### src/rtl/fetch_queue_pkg.sv
`default_nettype none
// ----------------------------------------------------------------------------
// fetch_queue_pkg : shared widths, redirect opcodes and fetch-state encodings
// Rev 1.0
// ----------------------------------------------------------------------------
package fetch_queue_pkg;

    localparam int WORD_W = 16;
    localparam int ADDR_W = 16;

    localparam logic [3:0] OpJump  = 4'h8;
    localparam logic [3:0] OpJumpf = 4'h9;
    localparam logic [3:0] OpCall  = 4'hA;
    localparam logic [3:0] OpRet   = 4'hB;

    typedef enum logic [1:0] {
        IDLE = 2'd0,
        RUN  = 2'd1,
        HOLD = 2'd2
    } fetch_state_e;

    function automatic logic is_redirect_op(input logic [3:0] op);
        return (op == OpJump) || (op == OpJumpf) || (op == OpCall) || (op == OpRet);
    endfunction

endpackage
`default_nettype wire

### src/rtl/fq_fifo.sv
`default_nettype none
// ----------------------------------------------------------------------------
// fq_fifo : DEPTH-entry circular buffer of {pc, inst} with synchronous clear
// Rev 1.0
// ----------------------------------------------------------------------------
module fq_fifo #(
    parameter int DEPTH = 4,
    parameter int AW    = 16,
    parameter int DW    = 16,
    parameter int PW    = $clog2(DEPTH),
    parameter int CW    = $clog2(DEPTH) + 1
) (
    input  logic          clk,
    input  logic          rst_n,
    input  logic          i_clear,
    input  logic          i_push,
    input  logic [AW-1:0] i_push_pc,
    input  logic [DW-1:0] i_push_inst,
    input  logic          i_pop,
    output logic          o_valid,
    output logic [CW-1:0] o_count,
    output logic [AW-1:0] o_head_pc,
    output logic [DW-1:0] o_head_inst
);

    logic [AW-1:0] r_mem_pc   [DEPTH];
    logic [DW-1:0] r_mem_inst [DEPTH];
    logic [PW-1:0] r_head;
    logic [PW-1:0] r_tail;
    logic [CW-1:0] r_count;

    // Storage is reset too so the head outputs read zero while in reset.
    always_ff @(posedge clk or negedge rst_n) begin
        if (!rst_n) begin
            r_head  <= '0;
            r_tail  <= '0;
            r_count <= '0;
            for (int i = 0; i < DEPTH; i++) begin
                r_mem_pc[i]   <= '0;
                r_mem_inst[i] <= '0;
            end
        end else if (i_clear) begin
            r_head  <= '0;
            r_tail  <= '0;
            r_count <= '0;
        end else begin
            if (i_push) begin
                r_mem_pc[r_tail]   <= i_push_pc;
                r_mem_inst[r_tail] <= i_push_inst;
                r_tail             <= r_tail + PW'(1);
            end
            if (i_pop) begin
                r_head <= r_head + PW'(1);
            end
            case ({i_push, i_pop})
                2'b10:   r_count <= r_count + CW'(1);
                2'b01:   r_count <= r_count - CW'(1);
                default: r_count <= r_count;
            endcase
        end
    end

    assign o_valid     = (r_count != '0);
    assign o_count     = r_count;
    assign o_head_pc   = r_mem_pc[r_head];
    assign o_head_inst = r_mem_inst[r_head];

endmodule
`default_nettype wire

### src/rtl/fetch_queue.sv
`default_nettype none
// ----------------------------------------------------------------------------
// fetch_queue : sequential instruction fetch with redirect flush and FIFO
// Optional macro FETCH_BYPASS_EN: empty-queue response drives outputs directly.
// Rev 1.0
// ----------------------------------------------------------------------------
module fetch_queue
    import fetch_queue_pkg::*;
#(
    parameter int DEPTH = 4,
    parameter int AW    = ADDR_W,
    parameter int DW    = WORD_W
) (
    input  logic          clk,
    input  logic          reset,
    input  logic          halt,
    input  logic          redirect,
    input  logic [AW-1:0] redirect_pc,
    output logic          imem_req,
    output logic [AW-1:0] imem_addr,
    input  logic          imem_valid,
    input  logic [DW-1:0] imem_data,
    output logic          out_valid,
    input  logic          out_ready,
    output logic [AW-1:0] out_pc,
    output logic [DW-1:0] out_inst
);

    localparam int CW = $clog2(DEPTH) + 1;

    fetch_state_e  r_state;
    fetch_state_e  w_state_nxt;
    logic [AW-1:0] r_fetch_pc;
    logic          r_inflight;
    logic [AW-1:0] r_req_addr;
    logic          r_req_epoch;
    logic          r_epoch;

    logic          w_redir;
    logic          w_room;
    logic          w_resp_ok;
    logic          w_push;
    logic          w_pop;
    logic          w_fifo_valid;
    logic [CW-1:0] w_count;
    logic [AW-1:0] w_head_pc;
    logic [DW-1:0] w_head_inst;

    always_ff @(posedge clk or negedge reset) begin
        if (!reset) begin
            r_state <= IDLE;
        end else begin
            r_state <= w_state_nxt;
        end
    end

    always_comb begin
        w_state_nxt = r_state;
        case (r_state)
            IDLE:    w_state_nxt = RUN;
            RUN:     if (halt)  w_state_nxt = HOLD;
            HOLD:    if (!halt) w_state_nxt = RUN;
            default: w_state_nxt = IDLE;
        endcase
    end

    assign w_redir   = redirect && (r_state != IDLE);
    assign w_room    = (w_count + CW'(r_inflight)) < CW'(DEPTH);
    assign imem_req  = !halt && (((r_state == RUN) && w_room) || w_redir);
    assign imem_addr = w_redir ? redirect_pc : r_fetch_pc;

    // The request tag carries the post-redirect epoch so its reply survives the flush.
    always_ff @(posedge clk or negedge reset) begin
        if (!reset) begin
            r_fetch_pc  <= '0;
            r_inflight  <= 1'b0;
            r_req_addr  <= '0;
            r_req_epoch <= 1'b0;
            r_epoch     <= 1'b0;
        end else begin
            if (imem_req) begin
                r_fetch_pc <= imem_addr + AW'(1);
                r_req_addr <= imem_addr;
            end else if (w_redir) begin
                r_fetch_pc <= redirect_pc;
            end
            r_inflight  <= imem_req;
            r_req_epoch <= r_epoch ^ w_redir;
            r_epoch     <= r_epoch ^ w_redir;
        end
    end

    assign w_resp_ok = r_inflight && imem_valid && (r_req_epoch == r_epoch) && !w_redir;
    assign w_pop     = w_fifo_valid && out_ready && !w_redir;

`ifdef FETCH_BYPASS_EN
    logic w_byp;
    assign w_byp     = w_resp_ok && !w_fifo_valid;
    assign w_push    = w_resp_ok && !(w_byp && out_ready);
    assign out_valid = !w_redir && (w_fifo_valid || w_byp);
    assign out_pc    = w_byp ? r_req_addr : w_head_pc;
    assign out_inst  = w_byp ? imem_data  : w_head_inst;
`else
    assign w_push    = w_resp_ok;
    assign out_valid = !w_redir && w_fifo_valid;
    assign out_pc    = w_head_pc;
    assign out_inst  = w_head_inst;
`endif

    fq_fifo #(
        .DEPTH (DEPTH),
        .AW    (AW),
        .DW    (DW)
    ) u_fifo (
        .clk         (clk),
        .rst_n       (reset),
        .i_clear     (w_redir),
        .i_push      (w_push),
        .i_push_pc   (r_req_addr),
        .i_push_inst (imem_data),
        .i_pop       (w_pop),
        .o_valid     (w_fifo_valid),
        .o_count     (w_count),
        .o_head_pc   (w_head_pc),
        .o_head_inst (w_head_inst)
    );

endmodule
`default_nettype wire

### config.mk
export PLATFORM = sky130hd
export DESIGN_NAME = fetch_queue
export DESIGN_NICKNAME = d
export VERILOG_FILES = /design/src/rtl/fetch_queue_pkg.sv /design/src/rtl/fq_fifo.sv /design/src/rtl/fetch_queue.sv
export SDC_FILE = /design/constraint.sdc
export NUM_CORES = 1
export LEC_CHECK = 0
export BUFFER_PORTS_ARGS = -buffer_cell sky130_fd_sc_hd__buf_2
export CORE_ASPECT_RATIO = 1.75
export CORE_MARGIN = 5
export CORE_UTILIZATION = 52
export CTS_CLUSTER_DIAMETER = 30
export DETAILED_ROUTE_END_ITERATION = 12
export PLACE_DENSITY = 0.77
export SLEW_MARGIN = 20
export SYNTH_ARGS = -nofsm -noshare
export SYNTH_HDL_FRONTEND = slang
export SYNTH_SLANG_ARGS = --single-unit
### constraint.sdc
create_clock -name clk -period 2.8 [get_ports clk]
set_input_delay 0.28 -clock clk [delete_from_list [all_inputs] [get_ports clk]]
set_output_delay 0.28 -clock clk [all_outputs]
set_load 0.01 [all_outputs]
==> metrics, run 1 <==
syn avg cell area=14.4 µm²; sequential-to-total area share from yosys stat=54.7%; total grt overflow=0; final core occ=around three fifths; total number of vias=about 4,700; Setup TNS Final=0 ns; Crit path arrival time=2.21 ns; met1 Use GR=24.5%; Total GRT Usage=20.5%; final hold vios=0; Max Root-Sink Buffers=2; port buffer count=87; vias in the first global route=5,354; RSZ-0062 raised after global routing=false; DP HPWL=11.4 mm; most common flop cell mapped by yosys=dfrtp_1; Synth cell types=46; first-pass GRT wire length=27.9 mm; worst reg2reg setup slack=0.37 ns; Slew Viols, Final=0; Setup WS post-layout=~0.31 ns; cell count after synthesis=542; fillers=1,158; crit path kind=reg2out; layout cells sized above 1=47.5%; drt pass-1 iters=4; Synth Area in Compound Gates=3.02%; Synth area leaders=dfrtp_1 55%, mux2_2 18%, mux4_2 9.3%; Net Sw Frac=33.2%; Post-Synth Simple-Gate Area=under 10%; WHS=roughly 0.12 ns; ys async rst share=100%; Final Skew=0.00443 ns; Ys Warns=0; Synth Net Count=about 590; crit path cell chain=o21a_4 > buf_4 > mux2i_1 > inv_1 > buf_2; number of synthesized flops with an enable pin=0; initial antenna violation count=0; R2R depth=9; post-place setup slack=approximately 0.43 ns; total CTS buffers=17; CP required=2.52 ns; Reg area=between 0.004 and 0.005 mm²; worst vdd ir=about 0.00063 V; beginning of the worst register-to-register path=r_state[1]; Post-Synth XOR/XNOR Area=2.14%; CTS tree=done; Max Clk Rate=~400 MHz; run status=completed; final worst path period need=2.49 ns; crit end category=output port; Tcrit/Tclk final=88.9%; clock transition at the registers of the reported paths=roughly 0.060 ns; Combinational Power Share=35.6%; R2R Path End=r_fetch_pc[12]; Int Power=approximately 6.9 mW; Power Density=1130 mW/mm²; clk sinks=170; clock share of power=between 20% and 30%; CP Depth=5; n_diodes=0; most frequent cells after synthesis=170 x dfrtp_1, 127 x mux2_2, 43 x nor2_1, 32 x mux4_2; area of the multi-input gates=around 0.0033 mm²; Die H=172 µm; most numerous cell in the Yosys netlist=dfrtp_1; CP max stage cell=mux2i_1; IO Pins=88; Flop pwr share=40.0%; DRT antenna net count=0; P&R area growth vs syn=16.9%; largest net degree at the start of global routing=78; drt drc=0; Die X=between 100 and 150 µm; Root Driver=clkbuf_16; mux contribution to synthesized area=30.1%; setup violators final=0; Initial Util=52.7%; hold path cells=2; post-CTS resize count=0; worst hold path type=in2reg; Yosys reg bits=170; Core Region=between 0.01 and 0.015 mm²; NetSw=3.40 mW; drt first-iter violations=188; Worst Path Buf+Inv=3; Worst Path Max Fanout=16; met3 Use GR=a little over 4%; Slew @ Worst Pin=0.734 ns; Routability Congestion=0.865; post-synth top area cell=dfrtp_1; P_leak=roughly 4.3 nW; Nets=680; slowest cell delay on critical path=roughly 0.5 ns; largest family of logic cells by synthesized area=multiplexers; Max-Cap Viols=0; synthesized area=0.00778 mm²; WL/cell=19.8 µm; busiest layer in global routing=met2; # rows=~60; adder-cell area share of the yosys netlist=approximately 1.2%; relative slew slack=51.0%; via/cell ratio=5.69; share of the synthesized area in the top cell type=about 55%; delay-heaviest family, CP=buffers and inverters; HP Start=halt; met2 Usage GRT=a little over a third; die footprint=0.0176 mm²; final wirelength=16.4 mm; Worst setup SP type=register; H-tree lvl count=4; clock latency on the worst-skew pair=about 0.4 ns; WHS Endpoint=r_state[0]
==> cell usage in the layout (no fill, tap or decap), types with 2 or more instances in the layout <==
cell / Yosys / layout
buf_2: 20 / 86
mux2_2: 127 / 127
or3_1: 2 / 2
o21ai_0: 3 / 3
o21ai_2: 2 / 2
mux2_1: 7 / 7
ha_1: 6 / 6
nand3_1: 3 / 3
xnor2_1: 11 / 11
buf_4: 1 / 9
mux4_2: 32 / 32
a21oi_1: 14 / 14
and3_1: 4 / 4
inv_1: 13 / 13
nand4_1: 8 / 8
clkbuf_16: 0 / 17
mux2i_1: 9 / 9
dfrtp_1: 170 / 169
nand2_1: 20 / 20
buf_12: 1 / 4
o21ai_1: 2 / 2
bufinv_16: 0 / 4
a21o_1: 2 / 2
inv_6: 0 / 7
nand2_2: 4 / 4
nor3_1: 5 / 5
clkinv_4: 0 / 2
xor2_1: 8 / 8
nor2_1: 43 / 43
==> power groups by stage <==
| stage | Clock, mW | Sequential [mW] | Combinational (mW) |
|---|---|---|---|
| after floorplan | 0 | 3.84 | 2.68 |
| after global placement | 0 | 4.01 | 3.60 |
| after detailed placement | 0 | 4.14 | 3.70 |
| after CTS | 2.55 | 4.10 | 3.73 |
| after global routing | 2.65 | 4.22 | 4.01 |
| final | 2.51 | 4.10 | 3.65 |
==> cells by family after synthesis <==
family | after synthesis
xor gates and xnor gates | 19
DFF | 170
AOI/OAI and AO/OA | 31
muxes | 176
adders and majority gates | 7
and+or+nand+nor | 98
buffers and inverters | 41
==> final cells by class <==
class | instances | share of cell area (%)
Clock inverter | 14 | 2.24
Clock buffer | 18 | 4.72
Tap cell | 183 | 2.52
Sequential cell | 170 | 46.8
Inverter | 14 | 0.578
Timing Repair Buffer | 101 | 6.59
Multi-Input combinational cell | 331 | 36.6
==> metrics by stage <==
stage | instances | power, mW | cell area, µm²
5_1_grt | 831 | 10.9 | 9100
4_1_cts | 831 | 10.4 | 9100
3_5_place_dp | 798 | 7.84 | 8450
6_report | 831 | 10.3 | 9100
3_3_place_gp | 798 | 7.61 | 8450
2_1_floorplan | 542 | 6.52 | 7780
==> routing by layer <==
layer	wire [µm]	vias to the layer above
li1	-	2136
met1	6200	2451
met2	9190	114
met3	676	25
met4	381	0
met5	0	-
==> registers in the layout, summed over array words and instances (netlist names) <==
| name | cells |
|---|---|
| r_fetch_pc | 16 |
| r_inflight | 1 |
| r_req_addr | 16 |
| r_state | 2 |
| u_fifo.o_count | 3 |
| u_fifo.r_head | 2 |
| u_fifo.r_mem_inst | 64 |
| u_fifo.r_mem_pc | 64 |
| u_fifo.r_tail | 2 |
==> what timing repair did <==
action | CTS | global route
endpoints found under the hold margin | 74 | 0
buffers inserted | 0 | 0
hold buffers | 1 | 0
==> worst max-delay path by stage <==
stage               start              to
6_report       r_state[0]   imem_addr[10]
5_1_grt        r_state[0]   imem_addr[10]
4_1_cts        r_state[0]   imem_addr[10]
3_5_place_dp   r_state[1]  r_fetch_pc[12]
3_3_place_gp   r_state[1]  r_fetch_pc[12]
2_1_floorplan  r_state[1]  r_fetch_pc[12]
Power figures use the tool's default switching activity.
==> run 2, diff against run 1 <==
--- a/config.mk
+++ b/config.mk
@@ -5,13 +5,13 @@
 export SDC_FILE = /design/constraint.sdc
 export NUM_CORES = 1
 export LEC_CHECK = 0
-export BUFFER_PORTS_ARGS = -buffer_cell sky130_fd_sc_hd__buf_2
 export CORE_ASPECT_RATIO = 1.75
 export CORE_MARGIN = 5
 export CORE_UTILIZATION = 52
 export CTS_CLUSTER_DIAMETER = 30
 export DETAILED_ROUTE_END_ITERATION = 12
-export PLACE_DENSITY = 0.77
+export DONT_BUFFER_PORTS = 1
+export PLACE_DENSITY = 0.72
 export SLEW_MARGIN = 20
 export SYNTH_ARGS = -nofsm -noshare
 export SYNTH_HDL_FRONTEND = slang
==> metrics, run 2 (synthesized netlist as in run 1, its figures left out) <==
worst vdd ir=0.000529 V (-16%); final wirelength=16.1 mm (-2.2%); Max Root-Sink Buffers=2 (unchanged); clk sinks=170 (unchanged); Routability Congestion=0.809 (-6.5%); final worst path period need=2.46 ns (-0.0309 ns); Setup TNS Final=0 ns (unchanged); Total GRT Usage=19.5% (-1.0 points); via/cell ratio=5.86 (+3.0%); failing checks=hold timing; largest net degree at the start of global routing=171 (+120%); crit path cell chain=o21a_4 > buf_4 > mux2i_1 > inv_1; clock transition at the registers of the reported paths=0.06 ns (about the same); run status=finished with violations; Max-Cap Viols=0 (unchanged); NetSw=3.22 mW (-5.2%); final core occ=59.5% (-2.1 points); CP required=2.52 ns (about the same); Worst Path Max Fanout=17 (+1); Worst Path Buf+Inv=2 (-1); setup violators final=0 (unchanged); Core Region=0.0148 mm² (unchanged); Combinational Power Share=32.8% (-2.8 points); biggest regs=u_fifo.r_mem_inst (64), u_fifo.r_mem_pc (64); WHS=-0.438 ns (-0.555 ns); drt pass-1 iters=4 (unchanged); slowest cell delay on critical path=0.54 ns (+0.04 ns); CP max stage cell=mux2i_1; RSZ-0062 raised after global routing=false; CP Depth=4 (-1); Crit path arrival time=2.18 ns (-0.03 ns); Nets=612 (-10%); crit path kind=reg2out; delay-heaviest family, CP=multiplexers; post-CTS resize count=0 (unchanged); H-tree lvl count=4 (unchanged); vias in the first global route=4,973 (-7.1%); final hold vios=170 (+170); DRT antenna net count=0 (unchanged); Int Power=6.40 mW (-6.7%); fillers=1,175 (+1.5%); post-place setup slack=0.387 ns (-0.0438 ns); Design Power=9.63 mW (-6.2%); initial antenna violation count=0 (unchanged); crit end category=output port; total grt overflow=0 (unchanged); relative slew slack=59.8% (+8.7 points); Slew Viols, Final=0 (unchanged); Die H=172 µm (unchanged); commonest non-fill, non-tap cells in the layout=168 x dfrtp_1, 127 x mux2_2, 43 x nor2_1; Die X=102 µm (unchanged); Root Driver=clkbuf_16; Tcrit/Tclk final=87.7% (-1.1 points); IO Pins=88 (unchanged); Initial Util=52.7% (unchanged); worst hold path type=in2async; Slew @ Worst Pin=0.587 ns (-0.147 ns); # rows=59 (unchanged); first-pass GRT wire length=26.1 mm (-6.7%); total CTS buffers=17 (unchanged); drt drc=0 (unchanged); DP HPWL=10.8 mm (-5.1%); Max Clk Rate=407 MHz (+1.3%); clock latency on the worst-skew pair=0.42 ns (about the same); P_leak=3.97 nW (-7.2%); Power Density=1100 mW/mm² (-2.9%); Net Sw Frac=33.5% (+0.34 points); port buffer count=0 (-100%); Worst setup SP type=register; layout cells sized above 1=38.4% (-9.1 points); Flop pwr share=42.7% (+2.7 points); P&R area growth vs syn=12.9%; WL/cell=21.1 µm (+6.5%); CTS tree=done; total number of vias=4,469 (-5.4%); clock share of power=24.5% (about the same); R2R depth=9 (unchanged); die footprint=0.0176 mm² (unchanged); Setup WS post-layout=0.343 ns (+0.0309 ns); drt first-iter violations=153 (-19%); Final Skew=0.00817 ns (+0.00374 ns); n_diodes=0 (unchanged); commonest non-fill, non-tap cell in the layout=dfrtp_1
-- run 2: power groups by stage --
stage          Sequential [mW]  Combinational, mW  Clock (mW)
6_report                  4.11               3.16        2.36
5_1_grt                   4.25               3.43        2.52
4_1_cts                   4.13               3.23        2.41
3_5_place_dp              4.17               3.19           0
3_3_place_gp              4.06               3.09           0
2_1_floorplan             3.84               2.68           0
-- run 2: final timing paths --
kind	to	from	slack, ns
setup / recovery	imem_addr[8]	r_state[1]	0.34
hold / removal	r_fetch_pc[13]	reset	-0.44
setup reg to reg	r_fetch_pc[12]	r_state[1]	0.38
hold reg to reg	u_fifo.r_mem_inst[20]	u_fifo.r_mem_inst[20]	0.49
max in group asynchronous	u_fifo.r_head[0]	reset	2.93
min in group clk	u_fifo.r_mem_inst[9]	imem_data[9]	0.02
-- run 2: area by class of cell --
| cell class | instances | area (µm²) | share of cell area, % |
|---|---|---|---|
| inverter | 14 | 52.6 | 0.598 |
| multi-input combinational | 331 | 3330 | 37.9 |
| clock inverter | 14 | 159 | 1.81 |
| sequential | 170 | 4260 | 48.4 |
| timing repair buffer | 33 | 323 | 3.67 |
| tap | 183 | 229 | 2.61 |
| clock buffer | 18 | 439 | 5.00 |
-- run 2: metal layers --
metal	vias to the layer above	global-route usage (%)	share of wire, %
li1	2011	-	-
met1	2325	22.3	38
met2	108	34.3	55
met3	25	4.91	5.1
met4	0	7.60	2.4
met5	-	0	0
-- run 2: worst register-to-register path: cells and delay by family, from the launching register on --
family / cells / cell delay [ns]
muxes: 2 / 0.41
buffers and inverters: 1 / 0.18
adders and majority gates: 1 / 0.25
xor gates and xnor gates: 1 / 0.16
AOI/OAI and AO/OA: 2 / 0.55
DFF: 1 / 0.45
and+or+nand+nor: 2 / 0.37
-- run 2: per-stage QoR --
stage          cell area [µm²]  cells  hold slack, ns
5_1_grt                   8790    763          -0.474
3_5_place_dp              7990    711        -0.00629
6_report                  8790    763          -0.438
4_1_cts                   8770    761          -0.458
3_3_place_gp              7990    711        -0.00586
2_1_floorplan             7780    542         -0.0156
-- run 2: timing repair --
item	CTS	global route
hold buffers	18	2
setup buffers	0	0
setup endpoints to repair	0	0
endpoints found under the hold margin	225	172
==> run 3, diff against run 2 <==
--- a/config.mk
+++ b/config.mk
@@ -12,6 +12,7 @@
 export DETAILED_ROUTE_END_ITERATION = 12
 export DONT_BUFFER_PORTS = 1
 export PLACE_DENSITY = 0.72
+export REMOVE_ABC_BUFFERS = 1
 export SLEW_MARGIN = 20
 export SYNTH_ARGS = -nofsm -noshare
 export SYNTH_HDL_FRONTEND = slang
==> metrics, run 3 (synthesized netlist as in run 1, its figures left out) <==
run status=finished with violations; failing checks=hold timing; Setup TNS Final=0 ns (unchanged); Slew @ Worst Pin=0.657 ns (+0.0698 ns); met3 Use GR=4.83% (-0.081 points); Core Region=0.0148 mm² (unchanged); clk sinks=170 (unchanged); port buffer count=0 (unchanged); final hold vios=170 (unchanged); WHS=-0.439 ns (-0.00147 ns); crit path cell chain=o21a_4 > buf_4 > mux2i_1 > inv_1; Total GRT Usage=19.5% (about the same); via/cell ratio=5.86 (about the same); DP HPWL=10.4 mm (-4.4%); RSZ-0062 raised after global routing=false; worst vdd ir=0.000691 V (+31%); die footprint=0.0176 mm² (unchanged); commonest non-fill, non-tap cell in the layout=dfrtp_1; Tcrit/Tclk final=91.4% (+3.7 points); met2 Usage GRT=33.0% (-1.3 points); H-tree lvl count=4 (unchanged); Worst Path Max Fanout=17 (unchanged); total grt overflow=0 (unchanged); WL/cell=20.5 µm (-2.5%); crit end category=output port; CP required=2.52 ns (about the same); final wirelength=15.7 mm (-2.1%); Root Driver=clkbuf_16; setup violators final=0 (unchanged); first-pass GRT wire length=26.2 mm (+0.69%); initial antenna violation count=0 (unchanged); Max Clk Rate=391 MHz (-4.0%); biggest regs=u_fifo.r_mem_inst (64), u_fifo.r_mem_pc (64); Routability Congestion=0.812 (+0.42%); clock transition at the registers of the reported paths=0.06 ns (about the same); worst hold path type=in2async; busiest layer in global routing=met2; relative slew slack=55.0% (-4.8 points); start point of the critical path=r_state[1]; Reg area=0.00426 mm² (unchanged); CP max stage cell=mux2i_1; drt first-iter violations=186 (+22%); # rows=59 (unchanged); Die H=172 µm (unchanged); Final Skew=0.00732 ns (-0.000849 ns); fillers=1,138 (-3.1%); area of the multi-input gates=0.00333 mm² (unchanged); P&R area growth vs syn=13.2%; n_diodes=0 (unchanged); post-place setup slack=0.381 ns (-0.00649 ns); Slew Viols, Final=0 (unchanged); crit path kind=reg2out; total CTS buffers=17 (unchanged); Max Root-Sink Buffers=2 (unchanged); CTS tree=done; Setup WS post-layout=0.240 ns (-0.103 ns); Die X=102 µm (unchanged); post-CTS resize count=0 (unchanged); largest net degree at the start of global routing=171 (unchanged); vias in the first global route=5,113 (+2.8%); Crit path arrival time=2.28 ns (+0.10 ns); Worst setup SP type=register; Nets=615 (+0.49%); clock latency on the worst-skew pair=0.42 ns (about the same); total number of vias=4,488 (+0.43%); Max-Cap Viols=0 (unchanged); met1 Use GR=23.3% (+1.0 points); commonest non-fill, non-tap cells in the layout=168 x dfrtp_1, 127 x mux2_2, 43 x nor2_1; drt drc=0 (unchanged); DRT antenna net count=0 (unchanged); P_leak=3.98 nW (+0.47%); final worst path period need=2.56 ns (+0.103 ns); beginning of the worst register-to-register path=r_state[1]; drt pass-1 iters=4 (unchanged); layout cells sized above 1=38.4% (about the same); slowest cell delay on critical path=0.61 ns (+0.07 ns); Power Density=1090 mW/mm² (-0.57%); IO Pins=88 (unchanged); Initial Util=52.7% (unchanged)
[run 3: report_power, final]
part           switching, mW  leakage, nW  internal, mW
registers              0.671         2.16          3.41
clock network          0.966        0.302          1.40
logic                   1.52         1.53          1.63
total                   3.16         3.98          6.44
[run 3: layout make-up]
cell class | count | share of cell area [%]
clock inverters | 12 | 1.55
clock buffers | 20 | 5.30
well taps | 183 | 2.60
multi-input cells | 331 | 37.8
inverters | 14 | 0.597
repair buffers | 36 | 3.84
flip-flops and latches | 170 | 48.3
[run 3: through the flow]
stage / hold WS (ns) / instances / utilization, % / power [mW] / area [µm²]
final: -0.439 / 766 / 59.6 / 9.59 / 8810
after global routing: -0.468 / 766 / 59.6 / 10.2 / 8810
after CTS: -0.459 / 762 / 59.4 / 9.74 / 8770
after detailed placement: -0.00772 / 712 / 54.1 / 7.32 / 7980
after global placement: -0.00750 / 712 / 54.1 / 7.14 / 7980
after floorplan: -0.0156 / 515 / - / 6.44 / 7630
[run 3: worst paths after layout]
path | slack, ns | cells after the start | to
worst max-delay path | 0.24 | 4 | imem_addr[10]
worst min-delay path | -0.44 | 0 | r_fetch_pc[4]
worst max register to register | 0.36 | 9 | r_fetch_pc[12]
worst min register to register | 0.49 | 1 | u_fifo.r_mem_inst[20]
max in group asynchronous | 2.99 | 0 | u_fifo.r_mem_inst[16]
min in group clk | 0.02 | 1 | u_fifo.r_mem_inst[52]
[run 3: what timing repair did]
action | CTS | global route
hold buffers | 18 | 4
endpoints found under the hold margin | 223 | 174
setup buffers | 0 | 0
[run 3: worst max-delay path: cells and delay by family, from the launching register on]
kind                   cells  cell delay [ns]
muxes                      1             0.61
buffers and inverters      2             0.48
AOI/OAI and AO/OA          1             0.30
DFF                        1             0.46
[run 3: layer usage]
metal  share of wire [%]  wire length (µm)  vias to the layer above
met2                  54              8470                      104
met4                 2.3               359                        0
met1                  39              6150                     2346
li1                    -                 -                     2009
met5                   0                 0                        -
met3                 4.8               750                       29
